<file path="config.mk">
export PLATFORM = sky130hd
export DESIGN_NAME = sync_pkt_fifo_flat
export DESIGN_NICKNAME = d
export VERILOG_FILES = /design/src/rtl/sync_pkt_fifo_if.sv /design/src/rtl/sync_pkt_fifo.sv /design/src/flat_wrapper.sv
export SDC_FILE = /design/constraint.sdc
export NUM_CORES = 1
export LEC_CHECK = 0
export ABC_CLOCK_PERIOD_IN_PS = 3800
export CAP_MARGIN = 20
export CELL_PAD_IN_SITES_DETAIL_PLACEMENT = 1
export CELL_PAD_IN_SITES_GLOBAL_PLACEMENT = 2
export CORE_MARGIN = 4
export CORE_UTILIZATION = 46
export DETAILED_ROUTE_END_ITERATION = 16
export PLACE_DENSITY = 0.89
export SLEW_MARGIN = 20
export SYNTH_ARGS = -nofsm -noshare
export SYNTH_HDL_FRONTEND = slang
export SYNTH_SLANG_ARGS = --single-unit
</file>
<file path="constraint.sdc">
create_clock -name clk -period 3.8 [get_ports clk]
set_input_delay 0.76 -clock clk [delete_from_list [all_inputs] [get_ports clk]]
set_output_delay 0.76 -clock clk [all_outputs]
set_load 0.02 [all_outputs]
</file>
<file path="src/rtl/sync_pkt_fifo_if.sv">
// Handshake and status bundle for sync_pkt_fifo.
// Widths follow the rounded-up depth of the FIFO.
interface sync_pkt_fifo_if #(
  parameter int DATA_WIDTH = 8,
  parameter int FIFO_DEPTH = 16
);
  localparam int PW = $clog2(FIFO_DEPTH);

  logic                  wr_en;
  logic [DATA_WIDTH-1:0] wr_data;
  logic                  wr_last;
  logic                  wr_drop;
  logic                  wr_full;
  logic                  wr_afull;
  logic [PW:0]           wr_cnt;
  logic                  overflow;
  logic                  rd_en;
  logic [DATA_WIDTH-1:0] rd_data;
  logic                  rd_empty;
  logic                  rd_aempty;
  logic [PW:0]           rd_cnt;

  modport master (
    output wr_en, wr_data, wr_last, wr_drop, rd_en,
    input  wr_full, wr_afull, wr_cnt, overflow,
    input  rd_data, rd_empty, rd_aempty, rd_cnt
  );

  modport slave (
    input  wr_en, wr_data, wr_last, wr_drop, rd_en,
    output wr_full, wr_afull, wr_cnt, overflow,
    output rd_data, rd_empty, rd_aempty, rd_cnt
  );
endinterface

</file>
<file path="src/rtl/sync_pkt_fifo.sv">
// Single-clock packet FIFO: beats become readable on commit of the
// last beat; partial or overflowed packets roll back to the commit point.
module sync_pkt_fifo #(
  parameter int DATA_WIDTH     = 8,
  parameter int FIFO_DEPTH     = 16,
  parameter bit DATA_FLOAT_OUT = 1'b0,
  parameter int AFULL_TH       = (2 ** $clog2(FIFO_DEPTH)) - 2,
  parameter int AEMPTY_TH      = 2
) (
  input logic            clk,
  input logic            rst,
  sync_pkt_fifo_if.slave bus
);
  localparam int PW = $clog2(FIFO_DEPTH);
  localparam int REAL_DEPTH = 2 ** PW;
  localparam logic [31:0] AF_TH = 32'(AFULL_TH);
  localparam logic [31:0] AE_TH = 32'(AEMPTY_TH);

  typedef logic [PW:0] ptr_t;

  ptr_t wptr;
  ptr_t cptr;
  ptr_t rptr;
  ptr_t wr_cnt;
  ptr_t rd_cnt;

  logic pkt_err;
  logic ovf;
  logic full;
  logic empty;
  logic avail;
  logic wr_acc;
  logic wr_bad;
  logic mem_rd;

  logic [DATA_WIDTH-1:0] mem [REAL_DEPTH];
  logic [DATA_WIDTH-1:0] dout;

  assign wr_cnt = wptr - rptr;
  assign full   = (wr_cnt == ptr_t'(REAL_DEPTH));
  assign avail  = (cptr != rptr);

  // a refused beat is one hitting full or arriving after an overflow
  assign wr_bad = bus.wr_en & ~bus.wr_drop & (full | pkt_err);
  assign wr_acc = bus.wr_en & ~bus.wr_drop & ~full & ~pkt_err;

  always_ff @(posedge clk or posedge rst) begin
    if (rst) begin
      wptr    <= '0;
      cptr    <= '0;
      pkt_err <= 1'b0;
      ovf     <= 1'b0;
    end else begin
      ovf <= bus.wr_en & full & ~bus.wr_drop;
      if (bus.wr_drop) begin
        wptr    <= cptr;
        pkt_err <= 1'b0;
      end else if (wr_bad) begin
        if (bus.wr_last) begin
          wptr    <= cptr;
          pkt_err <= 1'b0;
        end else begin
          pkt_err <= 1'b1;
        end
      end else if (wr_acc) begin
        wptr <= wptr + ptr_t'(1);
        if (bus.wr_last) begin
          cptr <= wptr + ptr_t'(1);
        end
      end
    end
  end

  always_ff @(posedge clk) begin
    if (wr_acc) begin
      mem[wptr[PW-1:0]] <= bus.wr_data;
    end
  end

  always_ff @(posedge clk or posedge rst) begin
    if (rst) begin
      rptr <= '0;
    end else if (mem_rd) begin
      rptr <= rptr + ptr_t'(1);
    end
  end

  if (DATA_FLOAT_OUT) begin : g_fwft
    logic fv;
    logic pop;

    assign pop    = bus.rd_en & fv;
    // refill the head register when it is empty or leaving this cycle
    assign mem_rd = avail & (~fv | pop);
    assign empty  = ~fv;
    assign rd_cnt = cptr - rptr + ptr_t'(fv);

    always_ff @(posedge clk or posedge rst) begin
      if (rst) begin
        fv   <= 1'b0;
        dout <= '0;
      end else if (mem_rd) begin
        fv   <= 1'b1;
        dout <= mem[rptr[PW-1:0]];
      end else if (pop) begin
        fv <= 1'b0;
      end
    end
  end else begin : g_std
    assign mem_rd = bus.rd_en & avail;
    assign empty  = ~avail;
    assign rd_cnt = cptr - rptr;

    always_ff @(posedge clk or posedge rst) begin
      if (rst) begin
        dout <= '0;
      end else if (mem_rd) begin
        dout <= mem[rptr[PW-1:0]];
      end
    end
  end

  assign bus.wr_full   = full;
  assign bus.wr_afull  = (32'(wr_cnt) >= AF_TH);
  assign bus.wr_cnt    = wr_cnt;
  assign bus.overflow  = ovf;
  assign bus.rd_data   = dout;
  assign bus.rd_empty  = empty;
  assign bus.rd_aempty = (32'(rd_cnt) <= AE_TH);
  assign bus.rd_cnt    = rd_cnt;
endmodule

</file>
<file path="src/flat_wrapper.sv">
// flat-port wrapper written by rule: the top's interface ports become plain ports
module sync_pkt_fifo_flat 
#(
  parameter int DATA_WIDTH     = 8,
  parameter int FIFO_DEPTH     = 16,
  parameter bit DATA_FLOAT_OUT = 1'b0,
  parameter int AFULL_TH       = (2 ** $clog2(FIFO_DEPTH)) - 2,
  parameter int AEMPTY_TH      = 2
)
  (clk, rst, bus_wr_en, bus_wr_data, bus_wr_last, bus_wr_drop, bus_rd_en, bus_wr_full, bus_wr_afull, bus_wr_cnt, bus_overflow, bus_rd_data, bus_rd_empty, bus_rd_aempty, bus_rd_cnt);
  sync_pkt_fifo_if #(.DATA_WIDTH(DATA_WIDTH), .FIFO_DEPTH(FIFO_DEPTH)) bus_i ();
  input logic clk;
  input logic rst;
  input wire logic [$bits(bus_i.wr_en)-1:0] bus_wr_en;
  input wire logic [$bits(bus_i.wr_data)-1:0] bus_wr_data;
  input wire logic [$bits(bus_i.wr_last)-1:0] bus_wr_last;
  input wire logic [$bits(bus_i.wr_drop)-1:0] bus_wr_drop;
  input wire logic [$bits(bus_i.rd_en)-1:0] bus_rd_en;
  output wire logic [$bits(bus_i.wr_full)-1:0] bus_wr_full;
  output wire logic [$bits(bus_i.wr_afull)-1:0] bus_wr_afull;
  output wire logic [$bits(bus_i.wr_cnt)-1:0] bus_wr_cnt;
  output wire logic [$bits(bus_i.overflow)-1:0] bus_overflow;
  output wire logic [$bits(bus_i.rd_data)-1:0] bus_rd_data;
  output wire logic [$bits(bus_i.rd_empty)-1:0] bus_rd_empty;
  output wire logic [$bits(bus_i.rd_aempty)-1:0] bus_rd_aempty;
  output wire logic [$bits(bus_i.rd_cnt)-1:0] bus_rd_cnt;
  assign bus_i.wr_en = bus_wr_en;
  assign bus_i.wr_data = bus_wr_data;
  assign bus_i.wr_last = bus_wr_last;
  assign bus_i.wr_drop = bus_wr_drop;
  assign bus_i.rd_en = bus_rd_en;
  assign bus_wr_full = bus_i.wr_full;
  assign bus_wr_afull = bus_i.wr_afull;
  assign bus_wr_cnt = bus_i.wr_cnt;
  assign bus_overflow = bus_i.overflow;
  assign bus_rd_data = bus_i.rd_data;
  assign bus_rd_empty = bus_i.rd_empty;
  assign bus_rd_aempty = bus_i.rd_aempty;
  assign bus_rd_cnt = bus_i.rd_cnt;
  sync_pkt_fifo #(.DATA_WIDTH(DATA_WIDTH), .FIFO_DEPTH(FIFO_DEPTH), .DATA_FLOAT_OUT(DATA_FLOAT_OUT), .AFULL_TH(AFULL_TH), .AEMPTY_TH(AEMPTY_TH)) u_core (.clk(clk), .rst(rst), .bus(bus_i));
endmodule
</file>
# After elaboration in Yosys (flattened, before gate mapping)
# Memory sizes are Yosys's and may differ from the RTL's. A register that Yosys moved wholly into a read port is not among the register bits.
# Index checks and enable logic that the tools add are counted.
# word_totals
ram_bits	128
ff_bits	17
n_memories	1
elab_cells	41
input_bits	14
# classes
n_addsub	4
reduce_logical	4
bitwise	13
eq_ne	3
order_cmp	2
n_mux	9
# memory_table
memory	words	word_bits	read_ports	rd_ports_with_merged_regs	wr	line_no	rtl
u_core.mem	16	8	1	1	1	sync_pkt_fifo.sv:36	logic [DATA_WIDTH-1:0] mem [REAL_DEPTH];
# op_table
operator	n
5-bit 2-to-1 mux	4
5-bit by 1-bit adder with 5-bit output, second input constant	2
5-bit subtractor	2
1-bit bitwise AND	7
5-bit equality test, second input constant	1
5-bit by 4-bit greater-or-equal comparator with 1-bit output, second input constant	1
5-bit by 2-bit <= comparator with 1-bit output, second input constant	1
1-bit 2-to-1 mux	5
5-bit inequality test	1
1-bit NOT	5
4-bit AND reduction	1
3-bit inequality test, second input constant	1
3-bit nonzero test	1
2-bit AND reduction	1
2-bit nonzero test	1
1-bit OR	1

# Logic depth before layout (Yosys ltp)
# depth
word_depth	8
depth_mapped	10
ltp_nobuf	9

# Worst setup path before layout
# Ideal clock, no wire load.
# synth_path
path_kind	reg2out
from	register u_core.rptr[1]
to	output port bus_rd_aempty
n_path_buf	2
t_arrival_ps	3273
stages_incl_launch_ff	9
slack_ps	-233
cell_sequence	dfrtp_1 > clkbuf_1 > clkbuf_1 > inv_1 > fa_1 > a21o_1 > a21oi_1 > xnor2_1 > a2111oi_0
# synth_via
elab_chain_cells	2
# synth_lines
item	line_no	rtl
start: declaration	sync_pkt_fifo.sv:23	ptr_t rptr;
start signal: assignment	sync_pkt_fifo.sv:84	rptr <= rptr + ptr_t'(1);
5-bit subtractor	sync_pkt_fifo.sv:112	assign rd_cnt = cptr - rptr;
net bus_rd_cnt[4]	flat_wrapper.sv:26	output wire logic [$bits(bus_i.rd_cnt)-1:0] bus_rd_cnt;
5-bit by 2-bit <= comparator with 1-bit output	sync_pkt_fifo.sv:129	assign bus.rd_aempty = (32'(rd_cnt) <= AE_TH);
end: declaration	flat_wrapper.sv:25	output wire logic [$bits(bus_i.rd_aempty)-1:0] bus_rd_aempty;
# The timed path passes the listed nets, and every way through them passes these cells.

# Worst setup path in the final report
# layout_path
from	register u_core.wptr[0]
to	output port bus_wr_cnt[4]
# layout_via
elab_chain_cells	1
# layout_lines
item	line_no	rtl
start: declaration	sync_pkt_fifo.sv:21	ptr_t wptr;
start signal: assignment	sync_pkt_fifo.sv:56	wptr <= cptr;
start signal: assignment	sync_pkt_fifo.sv:60	wptr <= cptr;
start signal: assignment	sync_pkt_fifo.sv:66	wptr <= wptr + ptr_t'(1);
5-bit subtractor	sync_pkt_fifo.sv:39	assign wr_cnt = wptr - rptr;
end: declaration	flat_wrapper.sv:21	output wire logic [$bits(bus_i.wr_cnt)-1:0] bus_wr_cnt;
# Every way passes these cells.

==> metrics <==
XOR/XNOR share of the synthesized area=2.24%; antenna cells=0; placed cells=559; crit path from=u_core.wptr[0]$_DFFE_PP0P_; Slew @ Worst Pin=1050 ps; end of the worst register-to-register path=u_core.mem[5][2]$_DFFE_PP_; Netlist cell types=45; flop2flop setup slack=260 ps; setup repair after global routing missed its margin=false; Max Buffers Root-to-Sink=2; FMAX=277 MHz; clock power share=24.5%; final cell count without fillers=592; commonest non-fill, non-tap cell in the layout=edfxtp_1; CTS HTree Levels=4; MaxCap Viol Count=0; clock network latency to the later pin of the worst-skew pair=430 ps; synth-to-layout area growth=18.2%; final setup margin=191 ps; adder-cell share of the synthesized area=3.10%; largest family of logic cells by synthesized area=multiplexers; skew final=13.8 ps; vias in the first global route=3629; post-synthesis sequential area ratio=68.4%; DRC=0; worst r2r path cells=9; Mean Syn Cell Area=18.7 um^2; # port buffers=36; Die Span Y=127 um; minimum clock period=3610 ps; Final Max Tran Viols=0; first drt pass iteration count=4; cell taking the most area after synthesis=edfxtp_1; first-pass GRT wire length=22000 um; synthesized flop and latch total=153; largest net degree at the start of global routing=36; Hold WC Path Type=reg -> reg; mux contribution to synthesized area=16.3%; I/O pin cnt=37; routability cong.=0.885; final worst path period share=95.0%; worst vdd ir=0.354 mV; root buf cell=clkbuf_16; die area=0.0162 mm^2; post-layout power=6970 uW; pwr dens=903 mW/mm^2; CP Max Fanout=7; Post-DRT Antenna Nets=0; Leakage=0.00273 uW; post-DR vias/cell=5.78; final net count=428; Routed WL per cell=23.1 um; Req. time, crit path=3040 ps; setup TNS=0 ps; area of the multi-input gates=0.00195 mm^2; endpoint class of the critical path=output pin; GR Overflow Total=0; Routed Wire Length=13700 um; Post-Place Setup Slack=325 ps; top_reg_cell synth=edfxtp_1; core region area=0.0139 mm^2; CP Data Arrival Time=2850 ps; initial DRC count=295; CTS sink cnt=153; Final Hold Viols=0; Slew headroom=29.4%; Sw Share=34.9%; WS Path Type=reg -> out; launching point of the worst reg2reg path=u_core.wptr[0]$_DFFE_PP0P_; cells after synthesis=349; Layout fillers=1248; Post-synth ARST share=16.3%; sequential share of power=31.6%; hold slack=503 ps; complex-gate fraction of the synthesized area=3.72%; P_int=4530 uW; Total GRT Usage=18.5%; DPL Wire Length=9170 um; most frequent cells in the layout=128 x edfxtp_1, 40 x mux4_2, 33 x clkdlybuf4s50_1; Area contributors post-synth=edfxtp_1 59%, mux4_2 14%, dfrtp_1 9.6%, ha_1 2.5%, mux2_2 1.4%; via count=3419; top-area cell type share of the netlist area=58.9%; CP endpoint=bus_wr_cnt[4]; initial antenna violation count=0; share of cells above drive strength 1=26.0%; Final Setup Violations=0; sequential cell area=0.00447 mm^2; Ys Warns=0; Worst setup SP type=flop; Logic pwr share=44.0%; outcome=complete, no violations; synthesized area=0.00653 mm^2; clock slew at reported path FFs=60 ps; Die W=127 um; Synthesized Nets=378; sw power=2440 uW; CTS tree=yes; FP Rows=43; total CTS buffers=17; Starting Density=47.1%; Synth Area in Simple Gates=4.44%; number of flops mapped to enable cells by yosys=128
## power by group through the flow
stage / logic [uW] / registers, uW / clock network [uW]
global placement: 2940 / 2210 / 0
floorplan: 1960 / 2220 / 0
finish: 3060 / 2200 / 1700
global route: 3310 / 2220 / 1830
CTS: 3090 / 2200 / 1740
detailed placement: 3030 / 2230 / 0
## sequential cells by signal (all words and copies together), names as in the netlist
| register | count |
|---|---|
| u_core.bus.overflow | 1 |
| u_core.bus.rd_data | 8 |
| u_core.cptr | 5 |
| u_core.pkt_err | 1 |
| u_core.wptr | 5 |
| u_core.rptr | 5 |
| u_core.mem | 128 |
## routing by layer
metal	share of wire (%)	track usage [%]	up-vias
met2	48	28.1	94
met3	4.4	5.14	19
met4	1.8	6.06	0
met1	46	26.3	1805
met5	0	0	-
li1	-	-	1501
## cell usage after synthesis, types with 3 or more instances
library cell and n:
a21oi_1 7, and3_1 10, dfrtp_1 25, a2111oi_0 3, mux4_2 40, ha_1 13, nor2_1 10, and3_2 8
edfxtp_1 128, xor2_1 5, mux2i_1 3, a211oi_1 6, nand3_1 3, buf_2 4, mux2_2 8, xnor2_1 8
nand4_1 3, nand2_1 7, clkbuf_1 6, o21ai_0 4, inv_1 17
## what timing repair did
item,CTS,global route
resized for setup,3,2
endpoints found under the setup margin,4,56
pin swaps,1,0
hold buffers,0,0
gates cloned,0,0
buffers inserted,1,0
## how the worst min path moves through the flow
stage	slack, ps	from	cells after the start	end
after global placement	490	u_core.bus.rd_data[3]$_DFFE_PP0P_	1	u_core.bus.rd_data[3]$_DFFE_PP0P_
after global routing	520	u_core.bus.rd_data[3]$_DFFE_PP0P_	1	u_core.bus.rd_data[3]$_DFFE_PP0P_
after detailed placement	490	u_core.bus.rd_data[3]$_DFFE_PP0P_	1	u_core.bus.rd_data[3]$_DFFE_PP0P_
after floorplan	500	u_core.rptr[2]$_DFFE_PP0P_	1	u_core.rptr[2]$_DFFE_PP0P_
after CTS	510	u_core.bus.rd_data[3]$_DFFE_PP0P_	1	u_core.bus.rd_data[3]$_DFFE_PP0P_
final	500	u_core.bus.rd_data[1]$_DFFE_PP0P_	1	u_core.bus.rd_data[1]$_DFFE_PP0P_
## area by class of cell
cell class | instances | area share, %
clock inverter | 10 | 1.86
inverter | 18 | 0.875
timing repair buffer | 42 | 5.25
tap | 180 | 2.92
sequential | 153 | 57.9
clock buffer | 22 | 5.88
multi-input combinational | 167 | 25.3
## kinds of logic after synthesis
logic type | count (synthesis)
adders and majority gates | 15
buffers and inverters | 29
and+or+nand+nor | 51
AOI/OAI and AO/OA | 32
muxes | 54
DFF | 153
xor gates and xnor gates | 15
## through the flow
stage	util (%)	cell area, um^2
6_report	55.6	7720
5_1_grt	55.6	7720
4_1_cts	55.6	7710
3_5_place_dp	51.2	7110
3_3_place_gp	51.2	7110
2_1_floorplan	-	6530
## worst max-delay path: stages (launching register included)
cell	delay, ps
dfrtp_2	420
inv_1	120
ha_1	250
fa_1	420
nand2b_1	180
a21oi_2	180
xnor2_2	180
clkdlybuf4s50_1	660
Note: power is estimated with default switching activity, not from simulation.
